===== config.mk =====
export PLATFORM = sky130hd
export DESIGN_NAME = fracdiv_cfg_ctrl
export DESIGN_NICKNAME = d
export VERILOG_FILES = /design/src/rtl/fracdiv_pkg.sv /design/src/rtl/fracdiv_edge_tmo.sv /design/src/rtl/fracdiv_cfg_ctrl.sv
export SDC_FILE = /design/constraint.sdc
export NUM_CORES = 1
export LEC_CHECK = 0
export CAP_MARGIN = 20
export CORE_MARGIN = 2
export CORE_UTILIZATION = 25
export DETAILED_ROUTE_END_ITERATION = 7
export HOLD_SLACK_MARGIN = 0.1
export SLEW_MARGIN = 20
export SYNTH_ARGS = -nofsm -noshare
export SYNTH_HDL_FRONTEND = slang
export SYNTH_SLANG_ARGS = --single-unit

===== constraint.sdc =====
create_clock -name clk_fast -period 21.9 [get_ports clk_fast]
set_input_delay 6.57 -clock clk_fast [delete_from_list [all_inputs] [get_ports clk_fast]]
set_output_delay 6.57 -clock clk_fast [all_outputs]
set_load 0.005 [all_outputs]

===== src/rtl/fracdiv_pkg.sv =====
// rtl/fracdiv_pkg.sv - shared types and reset defaults for the fractional divider config path
package fracdiv_pkg;

    typedef enum logic [1:0] {
        IDLE      = 2'd0,
        WAIT_EDGE = 2'd1,
        RAMP      = 2'd2,
        DONE      = 2'd3
    } fracdiv_state_t;

    localparam int M_INIT_DEF = 99;
    localparam int N_INIT_DEF = 32'h0000_8000;

endpackage


===== src/rtl/fracdiv_edge_tmo.sv =====
// rtl/fracdiv_edge_tmo.sv - divider toggle detector with stall timeout
//
// Ports:
//   clk_fast    in   divider fast clock
//   rst_n       in   asynchronous active-low reset
//   div_clk     in   divider clk_out, already synchronous to clk_fast
//   en          in   events are only wanted while the controller is waiting on the divider
//   step_evt    out  toggle seen, or timeout standing in for one
//   timeout_evt out  one-cycle pulse when the counter expires without a toggle
module fracdiv_edge_tmo #(
    parameter int TMO_LEN = 20
) (
    input  logic clk_fast,
    input  logic rst_n,
    input  logic div_clk,
    input  logic en,
    output logic step_evt,
    output logic timeout_evt
);

    logic               div_clk_d;
    logic [TMO_LEN-1:0] tmo_cnt;
    logic               toggle;

    // Both divider edges count as a safe point.
    assign toggle      = div_clk ^ div_clk_d;
    assign timeout_evt = en && (tmo_cnt == '1);
    assign step_evt    = en && (toggle || timeout_evt);

    // Holding the counter at zero while disabled means every entry into an
    // active state starts a fresh timeout window; the transition into RAMP
    // happens on a step event, which clears it as well.
    always_ff @(posedge clk_fast or negedge rst_n) begin
        if (!rst_n) begin
            div_clk_d <= 1'b0;
            tmo_cnt   <= '0;
        end else begin
            div_clk_d <= div_clk;
            if (!en || step_evt) begin
                tmo_cnt <= '0;
            end else begin
                tmo_cnt <= tmo_cnt + 1'b1;
            end
        end
    end

endmodule


===== src/rtl/fracdiv_cfg_ctrl.sv =====
// rtl/fracdiv_cfg_ctrl.sv - sequences (m, n) updates into the fractional divider at safe points
//
// Ports:
//   clk_fast    in   divider fast clock
//   rst_n       in   asynchronous active-low reset
//   req_valid   in   new configuration request
//   req_ready   out  controller can accept a request
//   req_m       in   target m
//   req_n       in   target n
//   div_clk     in   divider clk_out fed back
//   m_out       out  m driven to the divider, slewed toward the target
//   n_out       out  n driven to the divider, changed once per request
//   busy        out  request in progress
//   done        out  one-cycle pulse when the target is fully applied
//   timeout_evt out  one-cycle pulse when a timeout substitutes for a toggle
module fracdiv_cfg_ctrl
    import fracdiv_pkg::*;
#(
    parameter int              MLEN       = 16,
    parameter int              NLEN       = 16,
    parameter logic [MLEN-1:0] M_INIT     = MLEN'(M_INIT_DEF),
    parameter logic [NLEN-1:0] N_INIT     = NLEN'(N_INIT_DEF),
    parameter int              STEP       = 1,
    parameter int              HOLD_EDGES = 2,
    parameter int              TMO_LEN    = 20
) (
    input  logic            clk_fast,
    input  logic            rst_n,
    input  logic            req_valid,
    output logic            req_ready,
    input  logic [MLEN-1:0] req_m,
    input  logic [NLEN-1:0] req_n,
    input  logic            div_clk,
    output logic [MLEN-1:0] m_out,
    output logic [NLEN-1:0] n_out,
    output logic            busy,
    output logic            done,
    output logic            timeout_evt
);

    localparam int               HW        = $clog2(HOLD_EDGES + 1);
    localparam logic [HW-1:0]    HOLD_LAST = HW'(HOLD_EDGES - 1);
    localparam logic [MLEN:0]    STEP_X    = (MLEN + 1)'(STEP);

    fracdiv_state_t         state;
    logic [MLEN-1:0]        tgt_m;
    logic [NLEN-1:0]        tgt_n;
    logic [HW-1:0]          hold_cnt;
    logic                   step_evt;
    logic                   tmo_en;

    logic signed [MLEN:0]   diff;
    logic [MLEN:0]          mag;
    logic [MLEN:0]          step_amt;
    logic [MLEN-1:0]        m_next;

    assign tmo_en = (state == WAIT_EDGE) || (state == RAMP);

    fracdiv_edge_tmo #(
        .TMO_LEN (TMO_LEN)
    ) u_edge_tmo (
        .clk_fast    (clk_fast),
        .rst_n       (rst_n),
        .div_clk     (div_clk),
        .en          (tmo_en),
        .step_evt    (step_evt),
        .timeout_evt (timeout_evt)
    );

    // One extra bit keeps the distance exact across the whole range, so the
    // clamped step can never overshoot the target or wrap past 0 / all-ones.
    always_comb begin
        diff     = $signed({1'b0, tgt_m}) - $signed({1'b0, m_out});
        mag      = diff[MLEN] ? $unsigned(-diff) : $unsigned(diff);
        step_amt = (mag > STEP_X) ? STEP_X : mag;
        m_next   = diff[MLEN] ? (m_out - step_amt[MLEN-1:0])
                              : (m_out + step_amt[MLEN-1:0]);
    end

    always_ff @(posedge clk_fast or negedge rst_n) begin
        if (!rst_n) begin
            state     <= IDLE;
            m_out     <= M_INIT;
            n_out     <= N_INIT;
            req_ready <= 1'b1;
            busy      <= 1'b0;
            done      <= 1'b0;
            tgt_m     <= '0;
            tgt_n     <= '0;
            hold_cnt  <= '0;
        end else begin
            done <= 1'b0;
            case (state)
                IDLE: begin
                    if (req_valid) begin
                        tgt_m     <= req_m;
                        tgt_n     <= req_n;
                        req_ready <= 1'b0;
                        busy      <= 1'b1;
                        state     <= WAIT_EDGE;
                    end
                end
                WAIT_EDGE: begin
                    // n lands only here, so it never moves while m is ramping.
                    if (step_evt) begin
                        n_out    <= tgt_n;
                        hold_cnt <= '0;
                        if (m_out == tgt_m) begin
                            done  <= 1'b1;
                            state <= DONE;
                        end else begin
                            state <= RAMP;
                        end
                    end
                end
                RAMP: begin
                    if (step_evt) begin
                        if (hold_cnt == HOLD_LAST) begin
                            hold_cnt <= '0;
                            m_out    <= m_next;
                            if (m_next == tgt_m) begin
                                done  <= 1'b1;
                                state <= DONE;
                            end
                        end else begin
                            hold_cnt <= hold_cnt + 1'b1;
                        end
                    end
                end
                DONE: begin
                    req_ready <= 1'b1;
                    busy      <= 1'b0;
                    state     <= IDLE;
                end
                default: begin
                    state <= IDLE;
                end
            endcase
        end
    end

endmodule


==> summary.md <==
| Metric | Value |
|---|---|
| GRT Util Overall | `0.124` |
| Die X | `roughly 170 um` |
| Netlist Area Pre-Place | `about 6600 sq um` |
| Count of different cell masters after synthesis | `88` |
| Worst EP required | `15330 ps` |
| Arrival @ worst endpoint | `between 2000 and 3000 ps` |
| CTS tree | `built` |
| Worst Reg-to-Reg Cells | `29` |
| Max clock buf depth | `2` |
| Worst r2r dst | `state[1]$_DFFE_PN0P_` |
| Clk_skew | `between 10 and 15 ps` |
| RSZ-0062 raised after global routing | `no` |
| CTS buffer count | `9` |
| Layout area overhead | `20.8%` |
| Reg-to-Reg Start | `m_out[1]$_DFFE_PN1P_` |
| Worst Hold Depth | `1` |
| Share of cells above drive strength 1 | `0.136` |
| Root Driver | `clkbuf_16` |
| DR WL met2 | `7850 um` |
| M1 wire length | `~7900 um` |
| Core area | `26100 sq um` |
| First DRT Iteration DRCs | `about 270` |
| Cells after synthesis | `about 700` |
| Highest Signal Layer | `met4` |
| DR vias | `roughly 5400` |
| Synth top area cells | `dfrtp_1, mux2_2, ha_1` |
| Cell taking the most area after synthesis | `dfrtp_1` |
| Setup crit end kind | `output pin` |
| Filler cells | `2730` |
| Final Hold Viols | `0` |
| Top-area cell type share of the netlist area | `0.325` |
| H-tree levels | `3` |
| R2r setup slk | `about 13000 ps` |
| Antenna Diode Count | `0` |
| Part of the cycle the worst path needs | `0.415` |
| Synth Net Count | `around 790` |
| Final min period | `9090 ps` |
| Initial core utilization | `0.254` |
| Post-DR wirelength/cell | `~15 um` |
| Crit-path max FO | `4` |
| DRC | `0` |
| Fin nets | `approximately 850` |
| HP Start | `u_edge_tmo.tmo_cnt[0]$_DFF_PN0_` |
| Detailed Route WL | `roughly 17000 um` |
| Io pins | `72` |
| Synth Register Bits | `92` |
| Setup TNS | `0 ps` |
| Met3 routed WL | `873 um` |
| Final HPWL DP | `12600 um` |
| RePlAce Congestion | `slightly above 0.8` |
| Initial antenna violation count | `0` |
| Fmax | `around 110 MHz` |
| Die Y | `167 um` |
| Seq/Total Area, Yosys | `0.349` |
| Worst-skew pair later-pin latency | `around 360 ps` |
| Syn_area_per_cell | `just over 9 sq um` |
| Clock slew at reported path FFs | `around 70 ps` |
| Largest net degree at the start of global routing | `between 60 and 70` |
| Max cap viols | `0` |
| Pre-Repair DR Iteration Count | `4` |
| Endpoint, Worst Hold | `u_edge_tmo.tmo_cnt[0]$_DFF_PN0_` |
| Kind of critical path | `reg -> out` |
| Via density | `4.84` |
| Worst relative slew slack | `0.274` |
| Hold WC Path Type | `reg -> reg` |
| Slew @ Worst Pin | `about 1100 ps` |
| Die area | `about 28000 sq um` |
| Pins Over Slew Limit | `0` |
| Async S/R FF share, synth | `1.00` |
| Vias in the first global route | `between 5000 and 6000` |
| EDFF count, synth | `0` |
| Status | `completed` |
| Yosys Warn Count | `0` |
| Routed Antenna Nets | `0` |
| # setup viols final | `0` |
| CTS-repair resized insts | `0` |
| First-pass GRT wire length | `roughly 28000 um` |
| Port Buffers | `71` |
| Row cnt | `59` |
| CTS sink count | `between 90 and 100` |
| GR Overflow Total | `0` |
| Post-CTS Setup Repair Bufs | `0` |
| Nature of the critical path startpoint | `flip-flop` |
| CTS Hold Bufs | `0` |
| Leading register cell type out of synthesis | `dfrtp_1` |
cell type report:
cell class | instances | area, sq um | area share
multi-input cells | 555 | 4080 | 0.509
flip-flops and latches | 92 | 2310 | 0.288
repair buffers | 74 | 731 | 0.0913
well taps | 335 | 419 | 0.0523
clock buffers | 9 | 225 | 0.0281
inverters | 41 | 156 | 0.0195
clock inverters | 7 | 91.3 | 0.0114
cell families after synthesis:
kind of cell / synth area share
flops: 0.349
simple gates: 0.199
other cells: 0.000566
buf+inv: 0.0376
mux: 0.101
compound gates: 0.152
fa+ha+maj: 0.0778
xor+xnor: 0.0827
synthesized netlist by cell type (9+ instances only):
| master | instances |
|---|---|
| clkbuf_1 | 15 |
| nor2_1 | 71 |
| inv_1 | 40 |
| dfrtp_1 | 86 |
| and3_1 | 16 |
| xnor2_1 | 30 |
| nor2b_1 | 12 |
| a21oi_1 | 24 |
| ha_1 | 38 |
| nand2b_1 | 12 |
| mux2_2 | 56 |
| xor2_1 | 30 |
| nand4_1 | 10 |
| o21ai_0 | 23 |
| nand3_1 | 31 |
| a31oi_1 | 9 |
| nand2_1 | 55 |
| nor3_1 | 14 |
worst max-delay path by stage:
stage,from,endpoint,slack [ps],depth (start not counted)
6_report,u_edge_tmo.tmo_cnt[0]$_DFF_PN0_,timeout_evt,12810,7
5_1_grt,u_edge_tmo.tmo_cnt[0]$_DFF_PN0_,timeout_evt,12590,7
4_1_cts,u_edge_tmo.tmo_cnt[0]$_DFF_PN0_,timeout_evt,12760,7
3_5_place_dp,div_clk,m_out[12]$_DFFE_PN0P_,12600,6
3_3_place_gp,div_clk,m_out[12]$_DFFE_PN0P_,12560,6
2_1_floorplan,div_clk,n_out[10]$_DFFE_PN0P_,13810,7
per-layer routing:
metal	up-vias	track usage
met5	-	0
met4	0	0.0367
met3	20	0.0352
met2	114	0.202
met1	2572	0.159
li1	2686	-
through the flow:
step | hold WS [ps] | cell area (sq um) | setup WS [ps] | utilization | std cells
2_1_floorplan | 447 | 6630 | 13810 | - | 710
3_3_place_gp | 465 | 7690 | 12560 | 0.295 | 1097
3_5_place_dp | 476 | 7690 | 12600 | 0.295 | 1097
4_1_cts | 486 | 8000 | 12760 | 0.307 | 1113
5_1_grt | 499 | 8010 | 12590 | 0.307 | 1113
6_report | 485 | 8010 | 12810 | 0.307 | 1113
registers in the layout (all words and copies together) (netlist names):
name,flops
done,1
state,2
busy,1
tgt_n,16
u_edge_tmo.tmo_cnt,20
req_ready,1
hold_cnt,2
u_edge_tmo.div_clk_d,1
tgt_m,16
m_out,16
n_out,16
worst max-delay path, cell delays in order (launching register included):
cell	delay (ps)
dfrtp_1	380
ha_1	200
and3_1	220
nand3_1	90
nor2_1	220
and3_1	290
and4_1	240
clkdlybuf4s50_1	520
layout by cell type, fill, tap and decap left out, types with 12 or more instances in the layout:
cell,Yosys,final
xor2_1,30,30
nor2b_1,12,12
a21oi_1,24,24
dfrtp_1,86,86
nand3_1,31,30
mux2_2,56,56
and3_1,16,16
nand2b_1,12,12
nor2_1,71,71
inv_1,40,40
clkdlybuf4s50_1,0,70
nor3_1,14,14
xnor2_1,30,30
ha_1,38,38
nand2_1,55,54
o21ai_0,23,23
Power is not shown: default switching activity piles up to over one toggle a cycle in this logic, so the estimate is an artifact.
==> RTL change 1 (config.mk and constraints unchanged) <==
Re-encode `fracdiv_state_t` (4 states) as one-hot, 4 bits wide.
--- a/src/rtl/fracdiv_pkg.sv
+++ b/src/rtl/fracdiv_pkg.sv
@@ -1,11 +1,11 @@
 // rtl/fracdiv_pkg.sv - shared types and reset defaults for the fractional divider config path
 package fracdiv_pkg;
 
-    typedef enum logic [1:0] {
-        IDLE      = 2'd0,
-        WAIT_EDGE = 2'd1,
-        RAMP      = 2'd2,
-        DONE      = 2'd3
+    typedef enum logic [3:0] {
+        IDLE      = 4'b0001,
+        WAIT_EDGE = 4'b0010,
+        RAMP      = 4'b0100,
+        DONE      = 4'b1000
     } fracdiv_state_t;
 
     localparam int M_INIT_DEF = 99;
Formal check against the unedited RTL: same outputs for any inputs over 4 cycles, from zero or initial values and one cycle with rst_n low; so few cycles prove little.
==> RTL change 1 against the unedited design <==
Global-route usage fell by 0.064 points. Sequential cell count rose by 2. Setup slack improved by 0.20 ns. Critical path type unchanged. Critical path depth fell by 1. Routed wire length barely moved. Design area fell by 1.4%. Utilization fell by 0.33 points. Synthesized area fell by 0.42%. Sequential share of layout area rose by 1.0 points.
==> RTL change 1: results (changes against the unedited design) <==
| Metric | Value |
|---|---|
| Reg-to-reg slack, setup | `14.12 ns (+0.76 ns)` |
| Multi-input gate count | `545 (-1.8%)` |
| Post-Synth XOR/XNOR Area | `8.438% (+0.17 points)` |
| CLK BUF | `13 (+4)` |
| Post-Route WL | `16860 µm (about the same)` |
| Reg2reg end | `done` |
| Adder-cell area share of the yosys netlist | `7.053% (-0.73 points)` |
| Skew final | `0.005741 ns (-0.005189 ns)` |
| First-pass GRT wire length | `27790 µm (-0.49%)` |
| Post-Place Setup Slack | `13.13 ns (+0.5381 ns)` |
| Fill cell count | `2737 (+0.26%)` |
| Synth top area cells | `dfrtp_1, mux2_2, ha_1` |
| WL per Instance | `15.44 µm (+1.9%)` |
| Synth cell count leaders | `dfrtp_1, nor2_1, mux2_2` |
| Port Buffers | `71 (unchanged)` |
| Multi-input combinational area share | `50.67% (-0.22 points)` |
| TritonRoute pass-1 iters | `5 (+1)` |
| CP arrival | `2.32 ns (-0.20 ns)` |
| Nets | `824 (-2.9%)` |
| Largest net degree at the start of global routing | `71 (+2.9%)` |
| Register Area | `0.002361 mm² (+2.2%)` |
| Non-clk buf share | `9.251% (+0.13 points)` |
| Distinct cells, synth | `79 (-10%)` |
| Placed inst area | `0.007619 mm² (-0.88%)` |
| Number of global-route vias before repair | `5214 (-3.2%)` |
| Routability cong. | `0.8415 (+1.4%)` |
| Starting DRC count in detailed routing | `274 (+1.1%)` |
| Min cycle time layout | `8.892 ns (-0.1980 ns)` |
| Post-synthesis cell count | `696 (-2.0%)` |
| Seq/Total Area, Yosys | `35.78% (+0.92 points)` |
| Slew headroom | `33.89% (+6.5 points)` |
| Fraction of layout cells with a size suffix above 1 | `12.55% (-1.1 points)` |
| Area of the multi-input gates | `0.004003 mm² (-1.8%)` |
| Placed cells | `1076 (-1.9%)` |
| Seq_cells | `94 (+2.2%)` |
| Compound-gate portion of the synthesized area | `15.81% (+0.59 points)` |
| Post-synth net total | `768 (-2.3%)` |
| Outcome | `finished, final reports clean` |
| Reg-to-reg startpoint | `tgt_m[0]` |
| Vias per cell | `4.958 (+2.3%)` |
| Fin Hold WS | `0.4823 ns (-0.002546 ns)` |
-- RTL change 1: changes by cell type in the layout (fill, tap and decap cells not counted), sizes merged, moves of 6 or more --
| cell | unedited run | this run |
|---|---|---|
| a211oi | 3 | 9 |
| and2 | 3 | 9 |
| o21ai | 25 | 36 |
| nor3b | 2 | 8 |
| inv | 45 | 28 |
| a21oi | 25 | 31 |
| nand3 | 31 | 22 |
| nor2 | 73 | 61 |
| nand2 | 55 | 42 |
-- RTL change 1: metal layers --
layer  global-route usage [%]  wire length [µm]
met1                    16.24              7726
met5                        0                 0
met4                    4.048               307
met3                    2.448               862
met2                    20.18              7968
-- RTL change 1: worst max-delay path, stage by stage (launching register included) --
cell and delay (ns):
dfrtp_1 0.38, ha_1 0.25, nand3_1 0.10, nor2_1 0.23, and3_1 0.28, and4_1 0.23
clkdlybuf4s50_1 0.50
==> RTL change 2 (config.mk and constraints unchanged) <==
Made on the original files. Change the parameter `MLEN` from 16 to 32.
--- a/src/rtl/fracdiv_cfg_ctrl.sv
+++ b/src/rtl/fracdiv_cfg_ctrl.sv
@@ -16,7 +16,7 @@
 module fracdiv_cfg_ctrl
     import fracdiv_pkg::*;
 #(
-    parameter int              MLEN       = 16,
+    parameter int              MLEN       = 32,
     parameter int              NLEN       = 16,
     parameter logic [MLEN-1:0] M_INIT     = MLEN'(M_INIT_DEF),
     parameter logic [NLEN-1:0] N_INIT     = NLEN'(N_INIT_DEF),
Ports: changed (resized m_out and req_m); port bits go from 72 to 104. The function was not compared with the original's and may differ.
==> RTL change 2 against the unedited design <==
Clock skew shrank 0.0028 ns. Setup slack lost 0.94 ns. Design area grew 67%. Synthesized area grew 69%. Routed wire length grew 110%. Count of clock-buffer cells in the layout grew 9. Sequential cell count grew 32. Via count grew 91%. Cell count grew 78%. Critical path type is now reg -> reg. Highest routed layer unchanged.
Power is not shown: default switching activity piles up to over one toggle a cycle in this logic, so the estimate is an artifact.
==> RTL change 2: results (changes against the unedited design) <==
| Metric | Value |
|---|---|
| Outcome | `finished, final reports clean` |
| WL per Instance | `17.94 µm (+18%)` |
| GRT Util Overall | `15.08% (+2.7 points)` |
| Routed met3 length | `1803 µm (+110%)` |
| Synth cell count leaders | `dfrtp_1, nor2_1, nand2_1` |
| Critical path's slowest cell | `ha_1` |
| Fill cell count | `4681 (+71%)` |
| H-tree levels | `4 (+1)` |
| Nets | `1501 (+77%)` |
| Skew final | `0.008123 ns (-0.002807 ns)` |
| First-pass GRT wire length | `55790 µm (+100%)` |
| Wl on met1 | `15390 µm (+96%)` |
| Post-Place Setup Slack | `12.10 ns (-0.4944 ns)` |
| Starting DRC count in detailed routing | `613 (+130%)` |
| Latest clock arrival within the worst-skew pair | `0.44 ns (+0.08 ns)` |
| CTS buffer count | `17 (+8)` |
| Vias per cell | `5.201 (+7.4%)` |
| Grt met3 use | `2.748% (-0.77 points)` |
| Number of global-route vias before repair | `10150 (+88%)` |
| M2 GR Usage | `26.18% (+6.0 points)` |
| Port Buffers | `103 (+45%)` |
| TritonRoute pass-1 iters | `5 (+1)` |
| CP max FO | `37 (+33)` |
| Seq/Total Area, Yosys | `27.76% (-7.1 points)` |
| Post-synth net total | `1426 (+81%)` |
| Slew headroom | `33.84% (+6.4 points)` |
| Fraction of layout cells with a size suffix above 1 | `12.23% (-1.4 points)` |
| Largest stage delay on the critical path | `0.57 ns (+0.05 ns)` |
| Fin area | `0.01337 mm² (+67%)` |
| R2R cell count | `34 (+17%)` |
RTL change 2: stage by stage:
stage | hold slack (ns) | instances
after floorplan | 0.4470 | 1302
after global placement | 0.4723 | 1949
after detailed placement | 0.4844 | 1949
after CTS | 0.4952 | 1981
after global routing | 0.5172 | 1982
final | 0.4893 | 1982
RTL change 2: kinds of logic (layout without fill, tap and decap cells):
group                    after synthesis  count (layout)  share of synthesized area [%]
XOR/XNOR                              94              94                          7.537
flip-flops                           124             124                          27.76
AND/OR/NAND/NOR                      460             460                          21.55
multiplexers                          87              87                          8.698
adder cells (fa/ha/maj)               72              72                          8.173
AO/OA/AOI/OAI                        349             349                          21.80
buffers and inverters                115             203                          4.455
other                                  1               1                        0.03346
RTL change 2: layout make-up:
type                    instances  share of cell area (%)
multi-input cells            1063                   56.87
clock buffers                  18                   3.210
inverters                      62                   1.741
repair buffers                109                   8.179
flip-flops and latches        124                   23.26
clock inverters                14                   1.198
well taps                     592                   5.540
RTL change 2: final timing paths:
kind	startpoint	end	slack, ns
max	m_out[24]	state[1]	11.87
min	u_edge_tmo.tmo_cnt[0]	u_edge_tmo.tmo_cnt[0]	0.49
max reg2reg	m_out[24]	state[1]	11.87
min reg2reg	u_edge_tmo.tmo_cnt[0]	u_edge_tmo.tmo_cnt[0]	0.49
max in group asynchronous	rst_n	m_out[4]	14.36
min in group asynchronous	rst_n	n_out[7]	6.28
RTL change 2: worst max-delay path, delay by kind of cell, from the launching register on:
family,cells,cell delay (ns)
compound gates,14,3.79
xor+xnor,1,0.49
fa+ha+maj,3,1.39
buf+inv,2,0.50
flops,1,0.44
simple gates,14,3.29
